<file path="config.mk">
export PLATFORM = sky130hd
export DESIGN_NAME = mul_div_sequencer
export DESIGN_NICKNAME = d
export VERILOG_FILES = /design/src/rtl/mul_div_pkg.sv /design/src/rtl/mul_div_datapath.sv /design/src/rtl/mul_div_sequencer.sv
export SDC_FILE = /design/constraint.sdc
export NUM_CORES = 1
export LEC_CHECK = 0
export ABC_AREA = 0
export CORE_MARGIN = 2
export CORE_UTILIZATION = 68
export DETAILED_ROUTE_END_ITERATION = 7
export DONT_BUFFER_PORTS = 1
export PLACE_DENSITY = 0.84
export SYNTH_ARGS = -nofsm -noshare
export SYNTH_HDL_FRONTEND = slang
export SYNTH_HIERARCHICAL = 1
export SYNTH_SLANG_ARGS = --single-unit
export TNS_END_PERCENT = 30
</file>
<file path="constraint.sdc">
create_clock -name CLK -period 8.7 [get_ports CLK]
set_input_delay 1.305 -clock CLK [delete_from_list [all_inputs] [get_ports CLK]]
set_output_delay 1.305 -clock CLK [all_outputs]
set_load 0.02 [all_outputs]
</file>
<file path="src/rtl/mul_div_pkg.sv">
// Shared encodings and constants for the iterative multiply/divide unit.
package mul_div_pkg;

  localparam int ITER_COUNT = 32;

  localparam logic [1:0] OP_MULTU = 2'b00;
  localparam logic [1:0] OP_MULT  = 2'b01;
  localparam logic [1:0] OP_DIVU  = 2'b10;
  localparam logic [1:0] OP_DIV   = 2'b11;

  typedef enum logic [2:0] {
    S_IDLE = 3'd0,
    S_PREP = 3'd1,
    S_ITER = 3'd2,
    S_FIX  = 3'd3,
    S_DONE = 3'd4
  } state_t;

  function automatic logic op_is_div(input logic [1:0] op);
    return op[1];
  endfunction

  function automatic logic op_is_signed(input logic [1:0] op);
    return op[0];
  endfunction

endpackage

</file>
<file path="src/rtl/mul_div_datapath.sv">
// Operand registers, 64-bit accumulator, shift-add / restoring-divide step and
// sign fix-up; sequenced by the strobes from the controller FSM.
module mul_div_datapath
  import mul_div_pkg::*;
#(
  parameter int XLEN = 32
) (
  input  logic            clk_i,
  input  logic            rst_i,
  input  logic            load_i,
  input  logic            prep_i,
  input  logic            step_i,
  input  logic            fix_i,
  input  logic [1:0]      op_i,
  input  logic [XLEN-1:0] a_i,
  input  logic [XLEN-1:0] b_i,
  output logic [XLEN-1:0] hi_o,
  output logic [XLEN-1:0] lo_o,
  output logic            dbz_o
);

  logic [1:0]        op_q, op_d;
  logic [XLEN-1:0]   a_q, a_d;
  logic [XLEN-1:0]   b_q, b_d;
  logic [XLEN-1:0]   opnd_q, opnd_d;
  logic [2*XLEN-1:0] acc_q, acc_d;
  logic              res_neg_q, res_neg_d;
  logic              rem_neg_q, rem_neg_d;
  logic [XLEN-1:0]   hi_q, hi_d;
  logic [XLEN-1:0]   lo_q, lo_d;
  logic              dbz_q, dbz_d;

  logic              is_div, is_sgn, a_neg, b_neg;
  logic [XLEN-1:0]   mag_a, mag_b, addend, quo, rem;
  logic [XLEN:0]     mul_sum, trial, diff;
  logic [2*XLEN-1:0] prod_neg;

  always_comb begin
    op_d      = op_q;
    a_d       = a_q;
    b_d       = b_q;
    opnd_d    = opnd_q;
    acc_d     = acc_q;
    res_neg_d = res_neg_q;
    rem_neg_d = rem_neg_q;
    hi_d      = hi_q;
    lo_d      = lo_q;
    dbz_d     = dbz_q;

    is_div  = op_is_div(op_q);
    is_sgn  = op_is_signed(op_q);
    a_neg   = is_sgn & a_q[XLEN-1];
    b_neg   = is_sgn & b_q[XLEN-1];
    // Negating -2^(XLEN-1) wraps to itself, which is the correct unsigned magnitude.
    mag_a   = a_neg ? (-a_q) : a_q;
    mag_b   = b_neg ? (-b_q) : b_q;

    addend  = acc_q[0] ? opnd_q : '0;
    mul_sum = {1'b0, acc_q[2*XLEN-1:XLEN]} + {1'b0, addend};
    trial   = acc_q[2*XLEN-1:XLEN-1];
    diff    = trial - {1'b0, opnd_q};

    prod_neg = -acc_q;
    quo      = res_neg_q ? (-acc_q[XLEN-1:0]) : acc_q[XLEN-1:0];
    rem      = rem_neg_q ? (-acc_q[2*XLEN-1:XLEN]) : acc_q[2*XLEN-1:XLEN];

    if (load_i) begin
      op_d = op_i;
      a_d  = a_i;
      b_d  = b_i;
    end

    if (prep_i) begin
      res_neg_d = a_neg ^ b_neg;
      rem_neg_d = a_neg;
      opnd_d    = is_div ? mag_b : mag_a;
      acc_d     = {{XLEN{1'b0}}, (is_div ? mag_a : mag_b)};
    end

    // Multiply: LO holds the remaining multiplier bits, HI collects the product.
    // Divide: LO shifts in quotient bits, HI holds the partial remainder.
    if (step_i) begin
      if (!is_div) begin
        acc_d = {mul_sum, acc_q[XLEN-1:1]};
      end else if (!diff[XLEN]) begin
        acc_d = {diff[XLEN-1:0], acc_q[XLEN-2:0], 1'b1};
      end else begin
        acc_d = {trial[XLEN-1:0], acc_q[XLEN-2:0], 1'b0};
      end
    end

    if (fix_i) begin
      if (is_div && (b_q == '0)) begin
        hi_d  = a_q;
        lo_d  = '1;
        dbz_d = 1'b1;
      end else if (is_div) begin
        hi_d  = rem;
        lo_d  = quo;
        dbz_d = 1'b0;
      end else begin
        {hi_d, lo_d} = res_neg_q ? prod_neg : acc_q;
        dbz_d        = 1'b0;
      end
    end
  end

  always_ff @(posedge clk_i) begin
    if (rst_i) begin
      op_q      <= '0;
      a_q       <= '0;
      b_q       <= '0;
      opnd_q    <= '0;
      acc_q     <= '0;
      res_neg_q <= 1'b0;
      rem_neg_q <= 1'b0;
      hi_q      <= '0;
      lo_q      <= '0;
      dbz_q     <= 1'b0;
    end else begin
      op_q      <= op_d;
      a_q       <= a_d;
      b_q       <= b_d;
      opnd_q    <= opnd_d;
      acc_q     <= acc_d;
      res_neg_q <= res_neg_d;
      rem_neg_q <= rem_neg_d;
      hi_q      <= hi_d;
      lo_q      <= lo_d;
      dbz_q     <= dbz_d;
    end
  end

  assign hi_o  = hi_q;
  assign lo_o  = lo_q;
  assign dbz_o = dbz_q;

endmodule

</file>
<file path="src/rtl/mul_div_sequencer.sv">
// Controller for the iterative MULT/DIV unit: fixed 35-cycle latency FSM,
// iteration counter, registered BUSY/DONE handshake and datapath strobes.
module mul_div_sequencer
  import mul_div_pkg::*;
#(
  parameter int XLEN = ITER_COUNT
) (
  input  logic            CLK,
  input  logic            RST,
  input  logic            START,
  input  logic [1:0]      OP,
  input  logic [XLEN-1:0] OPERAND_A,
  input  logic [XLEN-1:0] OPERAND_B,
  input  logic            FLUSH,
  output logic            BUSY,
  output logic            DONE,
  output logic [XLEN-1:0] HI,
  output logic [XLEN-1:0] LO,
  output logic            DIV_BY_ZERO,
  output logic [2:0]      STATE_DBG
);

  localparam int CW = $clog2(XLEN);

  // Handshake: a request is accepted on the rising edge where START=1,
  // FLUSH=0 and the unit is in IDLE or DONE; requests at any other time are
  // dropped. BUSY is high from the edge after acceptance until the result
  // edge; DONE is a one-cycle pulse on which HI/LO/DIV_BY_ZERO are valid.
  state_t          state_q;
  logic [CW-1:0]   cnt_q;
  logic            busy_q;
  logic            done_q;

  logic            accept, prep_en, step_en, fix_en;

  assign accept  = ((state_q == S_IDLE) || (state_q == S_DONE)) && START && !FLUSH;
  assign prep_en = (state_q == S_PREP) && !FLUSH;
  assign step_en = (state_q == S_ITER) && !FLUSH;
  assign fix_en  = (state_q == S_FIX)  && !FLUSH;

  always_ff @(posedge CLK) begin
    if (RST) begin
      state_q <= S_IDLE;
      cnt_q   <= '0;
      busy_q  <= 1'b0;
      done_q  <= 1'b0;
    end else begin
      done_q <= 1'b0;
      case (state_q)
        S_IDLE, S_DONE: begin
          if (accept) begin
            state_q <= S_PREP;
            busy_q  <= 1'b1;
          end else begin
            state_q <= S_IDLE;
            busy_q  <= 1'b0;
          end
        end
        S_PREP: begin
          if (FLUSH) begin
            state_q <= S_IDLE;
            busy_q  <= 1'b0;
          end else begin
            state_q <= S_ITER;
            cnt_q   <= CW'(XLEN - 1);
          end
        end
        S_ITER: begin
          if (FLUSH) begin
            state_q <= S_IDLE;
            busy_q  <= 1'b0;
          end else if (cnt_q == '0) begin
            state_q <= S_FIX;
          end else begin
            cnt_q <= cnt_q - 1'b1;
          end
        end
        S_FIX: begin
          if (FLUSH) begin
            state_q <= S_IDLE;
            busy_q  <= 1'b0;
          end else begin
            state_q <= S_DONE;
            busy_q  <= 1'b0;
            done_q  <= 1'b1;
          end
        end
        default: begin
          state_q <= S_IDLE;
          busy_q  <= 1'b0;
        end
      endcase
    end
  end

  mul_div_datapath #(
    .XLEN(XLEN)
  ) u_datapath (
    .clk_i  (CLK),
    .rst_i  (RST),
    .load_i (accept),
    .prep_i (prep_en),
    .step_i (step_en),
    .fix_i  (fix_en),
    .op_i   (OP),
    .a_i    (OPERAND_A),
    .b_i    (OPERAND_B),
    .hi_o   (HI),
    .lo_o   (LO),
    .dbz_o  (DIV_BY_ZERO)
  );

  assign BUSY      = busy_q;
  assign DONE      = done_q;
  assign STATE_DBG = state_q;

endmodule
</file>
# Word-level counts from Yosys, hierarchy flattened
# Cells that the tools add are included.
[totals] reg_bits=239 in_bits=70 out_inout_bits=70 elab_cells=83
[op_classes] n_addsub=8 eq_ne=9 n_mux=31 bitwise_logic=4 reduce_logical=17
[op_table] op="32-bit 2-to-1 mux" count=11
[op_table] op="64-bit 2-to-1 mux" count=5
[op_table] op="32-bit negation" count=4
[op_table] op="64-bit negation" count=1
[op_table] op="32-bit by 32-bit adder with 33-bit output" count=1
[op_table] op="33-bit by 32-bit subtractor with 33-bit output" count=1
[op_table] op="32-bit zero test" count=1
[op_table] op="5-bit 2-to-1 mux" count=3
[op_table] op="3-bit case mux with 4 select lines" count=1
[op_table] op="5-bit case mux with 2 select lines" count=1
[op_table] op="3-bit 2-to-1 mux" count=3
[op_table] op="3-bit by 2-bit equality test with 1-bit output (second input constant)" count=2
[op_table] op="1-bit logical AND" count=6
[op_table] op="2-bit inequality test (second input constant)" count=3
[op_table] op="2-bit OR reduction" count=3
[op_table] op="5-bit zero test" count=1
[op_table] op="1-bit 2-to-1 mux" count=5
[op_table] op="5-bit by 1-bit subtractor with 5-bit output (second input constant)" count=1
[op_table] op="4-bit AND reduction" count=1
[op_table] op="2-bit nonzero test" count=2
[op_table] op="3-bit by 1-bit equality test with 1-bit output (second input constant)" count=1
[op_table] op="3-bit equality test (second input constant)" count=1
[op_table] op="3-bit zero test" count=1
[op_table] op="3-bit by 2-bit inequality test with 1-bit output (second input constant)" count=1
[op_table] op="other kinds (8)" count=9

# Logic depth before layout (Yosys ltp)
[depth] depth_word=6 ltp_mapped=14 depth_no_buf=13

# Modules after synthesis
# Netlist, hierarchy kept.
[by_module_without_submodules] module="mul_div_datapath" instances=1 cells_per_inst=2129 area_each_um2=16528.4 seq_area_each_um2=4584.4
[by_module_without_submodules] module="mul_div_sequencer" instances=1 cells_per_inst=47 area_each_um2=460.4 seq_area_each_um2=200.2

# Worst setup path after synthesis
# OpenSTA, ideal clock, no wires.
[synth_path] kind="input-to-reg" start="in FLUSH" end="reg u_datapath.opnd_q[4]" setup_time_ps=128 arrival_ps=3021 required_time_ps=8572 slack_ps=5551 cell_stages=6 n_path_buf=3 path_cell_list="nor4b_2 clkbuf_1 clkbuf_1 clkbuf_1 mux2i_1 nor2_1"
[synth_between] elab_chain_len=2
[synth_lines] item="from (decl)" line="mul_div_sequencer.sv:14" text="input logic FLUSH,"
[synth_lines] item="1-bit zero test" line="mul_div_sequencer.sv:37" text="assign prep_en = (state_q == S_PREP) && !FLUSH;"
[synth_lines] item="1-bit logical AND" line="mul_div_sequencer.sv:37"
[synth_lines] item="to (signal assigned)" line="mul_div_datapath.sv:124" text="opnd_q <= opnd_d;"
[synth_lines] item="to (decl)" line="mul_div_datapath.sv:25" text="logic [XLEN-1:0] opnd_q, opnd_d;"
# Every way passes these cells.
# A chain may end at the register's enable or synchronous reset.

# Worst setup path after layout
[layout_path] start="reg u_datapath.acc_q[31]" end="reg u_datapath.acc_q[33]"
[layout_between] elab_chain_len=4
[layout_lines] item="from (decl)" line="mul_div_datapath.sv:26" text="logic [2*XLEN-1:0] acc_q, acc_d;"
[layout_lines] item="from (signal assigned)" line="mul_div_datapath.sv:114" text="acc_q <= '0;"
[layout_lines] item="from (signal assigned)" line="mul_div_datapath.sv:125" text="acc_q <= acc_d;"
[layout_lines] item="33-bit by 32-bit subtractor with 33-bit output" line="mul_div_datapath.sv:61" text="diff = trial - {1'b0, opnd_q};"
[layout_lines] item="64-bit 2-to-1 mux" line="mul_div_datapath.sv:85" text="end else if (!diff[XLEN]) begin"
[layout_lines] item="64-bit 2-to-1 mux" line="mul_div_datapath.sv:83" text="if (!is_div) begin"
[layout_lines] item="64-bit 2-to-1 mux" line="mul_div_datapath.sv:82" text="if (step_i) begin"
# Every way passes these cells.

==> flow_summary.yaml <==
run_status:
  status: "finished with violations"
  failed_checks: "DRC"
clock_tree:
  numCtsBuffers: 25
  clk_latency_ns: 0.54
  cts-resized-gates: 0
  post_cts_buffers: 0
  cts_max_path_buffers: 3
  root_buffer: "clkbuf_16"
  clk_pin_slew_worst_paths_ns: 0.07
  cts_hold_buf: 0
  ctsHtreeMaxLevel: 1
  cts_sinks: 239
  cts_tree: "yes"
detailed_routing:
  drt-wirelength-per-cell_um: 22.5
  wl_met2_um: 23100
  ant_nets: 0
  dr_total_vias: 16511
  highest_layer: "met4"
  drtPass1Iterations: 8
  met1_length_um: 22300
  wl_met3_um: 6440
  wl_um: 54200
  drtIter0Drc: 2302
  drcViolationCount: 1
  routed_via_density: 6.86
yosys:
  async_reset_ff_frac: 0
  synth_edf_count: 0
  ys_ff_latch: 239
  synth_area_leaders: "dfxtp_1 28%, mux2i_1 8.3%, nor2_1 6.7%, a21oi_1 5.6%, ha_1 5.1%"
  yosys.area.top_type: "dfxtp_1"
  ys.flop_type: "dfxtp_1"
  yosysSeqAreaShare: 0.282
  synthCells: 2176
  yosysUniqueCellTypes: 81
  yosys_warnings: 6
  syn_area_sq_um: 17000
  synth_top_area_frac: 0.282
  syn-num-nets: 2317
  avgSynthCellArea_sq_um: 7.81
critical_path:
  slowest_delay_ns: 1.03
  r2r-end: "u_datapath/acc_q[33]$_SDFFE_PP0P_"
  critPathLaunch: "u_datapath/acc_q[31]$_SDFFE_PP0P_"
  cp_num_cells: 13
  crit_path_end_kind: "register"
  critPathArrivalTime_ns: 4.88
  path_buf_inv: 2
  crit_chain: "inv_1, ha_1, fa_1, nor2b_1, o31ai_1, a211oi_1, o211a_1, a211oi_1, xnor2_2, buf_4, mux2i_1, a21oi_1, nor3_1"
  worstRegToRegCells: 13
  crit_path_top_delay_cell: "xnor2_2"
  r2r-start: "u_datapath/acc_q[31]$_SDFFE_PP0P_"
  critPathMaxFanout: 26
  cp-endpoint: "u_datapath/acc_q[33]$_SDFFE_PP0P_"
  crit_family: "XOR/XNOR gates"
  cp-start-kind: "register"
  worst-r2r-setup-slack_ns: 4.27
  critical_path_class: "reg -> reg"
  required_ns: 9.15
  crit_top_cell: "a211oi_1"
timing:
  fin_crit_ns: 4.43
  slew_headroom: 0.112
  timing.fmax_ghz: 0.226
  hold_violations: 0
  period_share: 0.509
  maxSlewViolCount: 0
  finClkSkew_ns: 0.0255
  setup_viol: 0
  tns_ns: 0
  rsz0062_at_grt: "false"
  setup_ws_ns: 4.27
  hold_slack_ns: 0.470
  tightestPinTransition_ns: 1.33
die:
  rows: 57
  io-pin-count: 140
  fp.dieW_um: 162
  fp.coreArea_sq_um: 24400
  die-area_sq_um: 26300
  fp.dieH_um: 162
  start_util: 0.697
grt:
  overflow: 0
  grt_pass1_vias: 14949
  grt_max_degree: 204
  antenna_found_initial: 2
  grt.total_usage: 0.398
  grt_pass1_wl_um: 83900
final_layout:
  layoutNonFillerInstCount: 2408
  seq_area_sq_um: 4790
  drive_above_1_share: 0.0494
  area_delta_synth_final_pct: 4.51
  fillers: 1894
  nNetsFinal: 2207
  multi_input_area_sq_um: 11300
pwr:
  swShare: 0.282
  p_int_mw: 1.95
  power.share.clock: 0.412
  power_mw: 2.71
  p_comb_frac: 0.160
  powerDensity_nw_per_um2: 153
  seqPwrFrac: 0.428
  leakage_nw: 6.94
  p_sw_uw: 764
  vdd_drop_max_v: 0.000179
placement:
  io_buffers: 0
  gp_congestion: 0.998
  place_inst: 2363
  hpwl_um: 39000
  place_ws_ns: 4.45
worst_hold_path:
  hold_path.class: "reg -> reg"
job:
  max_cap_violations: 0
[logic make-up after synthesis]
group,after synthesis,share of synthesized area
adder cells (fa/ha/maj),71,0.0532
multiplexers,144,0.0857
AO/OA/AOI/OAI,621,0.237
flip-flops,239,0.282
AND/OR/NAND/NOR,699,0.197
buffers and inverters,223,0.0533
XOR/XNOR,179,0.0923
[cell type report]
class,count,share of cell area
Tap cell,324,0.0228
Timing Repair Buffer,14,0.00592
Multi-Input combinational cell,1714,0.639
Clock inverter,8,0.00669
Antenna cell,1,0.000141
Sequential cell,239,0.270
Inverter,72,0.0152
Clock buffer,36,0.0409
[worst reg2reg max path: stages, from the launching register on]
cell	delay (ns)
dfxtp_1	0.44
inv_1	0.13
ha_1	0.23
fa_1	0.41
nor2b_1	0.17
o31ai_1	0.13
a211oi_1	0.44
o211a_1	0.21
a211oi_1	0.07
xnor2_2	1.03
buf_4	0.55
mux2i_1	0.25
a21oi_1	0.09
nor3_1	0.20
[layer usage]
| layer | global-route usage | up-vias |
|---|---|---|
| met5 | 0 | - |
| li1 | - | 7607 |
| met4 | 0.150 | 0 |
| met2 | 0.605 | 1012 |
| met1 | 0.552 | 7729 |
| met3 | 0.0912 | 163 |
[cell usage in the layout, fill, tap and decap left out, types with 6 or more instances in the layout]
cell type,n
a211oi_1,60
a21o_1,33
a21oi_1,191
a221oi_1,8
a22oi_1,23
a311oi_1,23
a311oi_2,13
a31oi_1,24
and2_1,13
and3_1,30
buf_4,14
clkbuf_16,25
clkbuf_8,6
dfxtp_1,238
ha_1,69
inv_1,69
mux2i_1,141
nand2_1,157
nand2b_1,11
nand3_1,27
nand4_1,14
nor2_1,305
nor2b_1,20
nor3_1,39
nor4_1,18
o211ai_1,27
o21a_1,7
o21ai_0,120
o21ai_1,7
o22ai_1,10
o31ai_1,25
o41ai_1,10
or3_1,14
or4_1,10
xnor2_1,84
xor2_1,94
[power groups by stage]
stage	clock network [mW]	logic, mW	registers [mW]
floorplan	0	0.342	1.16
global placement	0	0.407	1.18
detailed placement	0	0.416	1.18
CTS	1.12	0.420	1.16
global route	1.17	0.465	1.16
finish	1.12	0.434	1.16
[per-stage QoR]
stage / utilization / cell area, sq um
6_report: 0.728 / 17800
5_1_grt: 0.728 / 17800
4_1_cts: 0.728 / 17800
3_5_place_dp: 0.693 / 16900
3_3_place_gp: 0.693 / 16900
2_1_floorplan: - / 17000
[registers in the layout (all words and copies together) (netlist names)]
| name | cells |
|---|---|
| BUSY | 1 |
| u_datapath/opnd_q | 32 |
| u_datapath/op_q | 2 |
| u_datapath/dbz_o | 1 |
| u_datapath/acc_q | 64 |
| cnt_q | 5 |
| DONE | 1 |
| u_datapath/a_q | 32 |
| u_datapath/b_q | 32 |
| STATE_DBG | 3 |
| u_datapath/lo_o | 32 |
| u_datapath/rem_neg_q | 1 |
| u_datapath/hi_o | 32 |
| u_datapath/res_neg_q | 1 |
[worst min path at each step]
stage | startpoint | end | slack [ns] | cells after the start
2_1_floorplan | u_datapath/opnd_q[22]$_SDFFE_PP0P_ | u_datapath/opnd_q[22]$_SDFFE_PP0P_ | 0.44 | 2
3_3_place_gp | u_datapath/opnd_q[27]$_SDFFE_PP0P_ | u_datapath/opnd_q[27]$_SDFFE_PP0P_ | 0.45 | 2
3_5_place_dp | u_datapath/opnd_q[22]$_SDFFE_PP0P_ | u_datapath/opnd_q[22]$_SDFFE_PP0P_ | 0.45 | 2
4_1_cts | u_datapath/opnd_q[22]$_SDFFE_PP0P_ | u_datapath/opnd_q[22]$_SDFFE_PP0P_ | 0.46 | 2
5_1_grt | u_datapath/opnd_q[27]$_SDFFE_PP0P_ | u_datapath/opnd_q[27]$_SDFFE_PP0P_ | 0.49 | 2
6_report | u_datapath/opnd_q[22]$_SDFFE_PP0P_ | u_datapath/opnd_q[22]$_SDFFE_PP0P_ | 0.47 | 2
[cells in the mapped netlist (33+ instances only)]
| library cell | instances |
|---|---|
| xnor2_1 | 85 |
| inv_1 | 69 |
| mux2i_1 | 141 |
| a211oi_1 | 60 |
| dfxtp_1 | 239 |
| a21oi_1 | 191 |
| xor2_1 | 94 |
| nand2_1 | 157 |
| o21ai_0 | 120 |
| nor3_1 | 41 |
| a21o_1 | 33 |
| ha_1 | 69 |
| clkbuf_1 | 119 |
| nor2_1 | 305 |
Note: power is estimated with default switching activity, not from simulation.
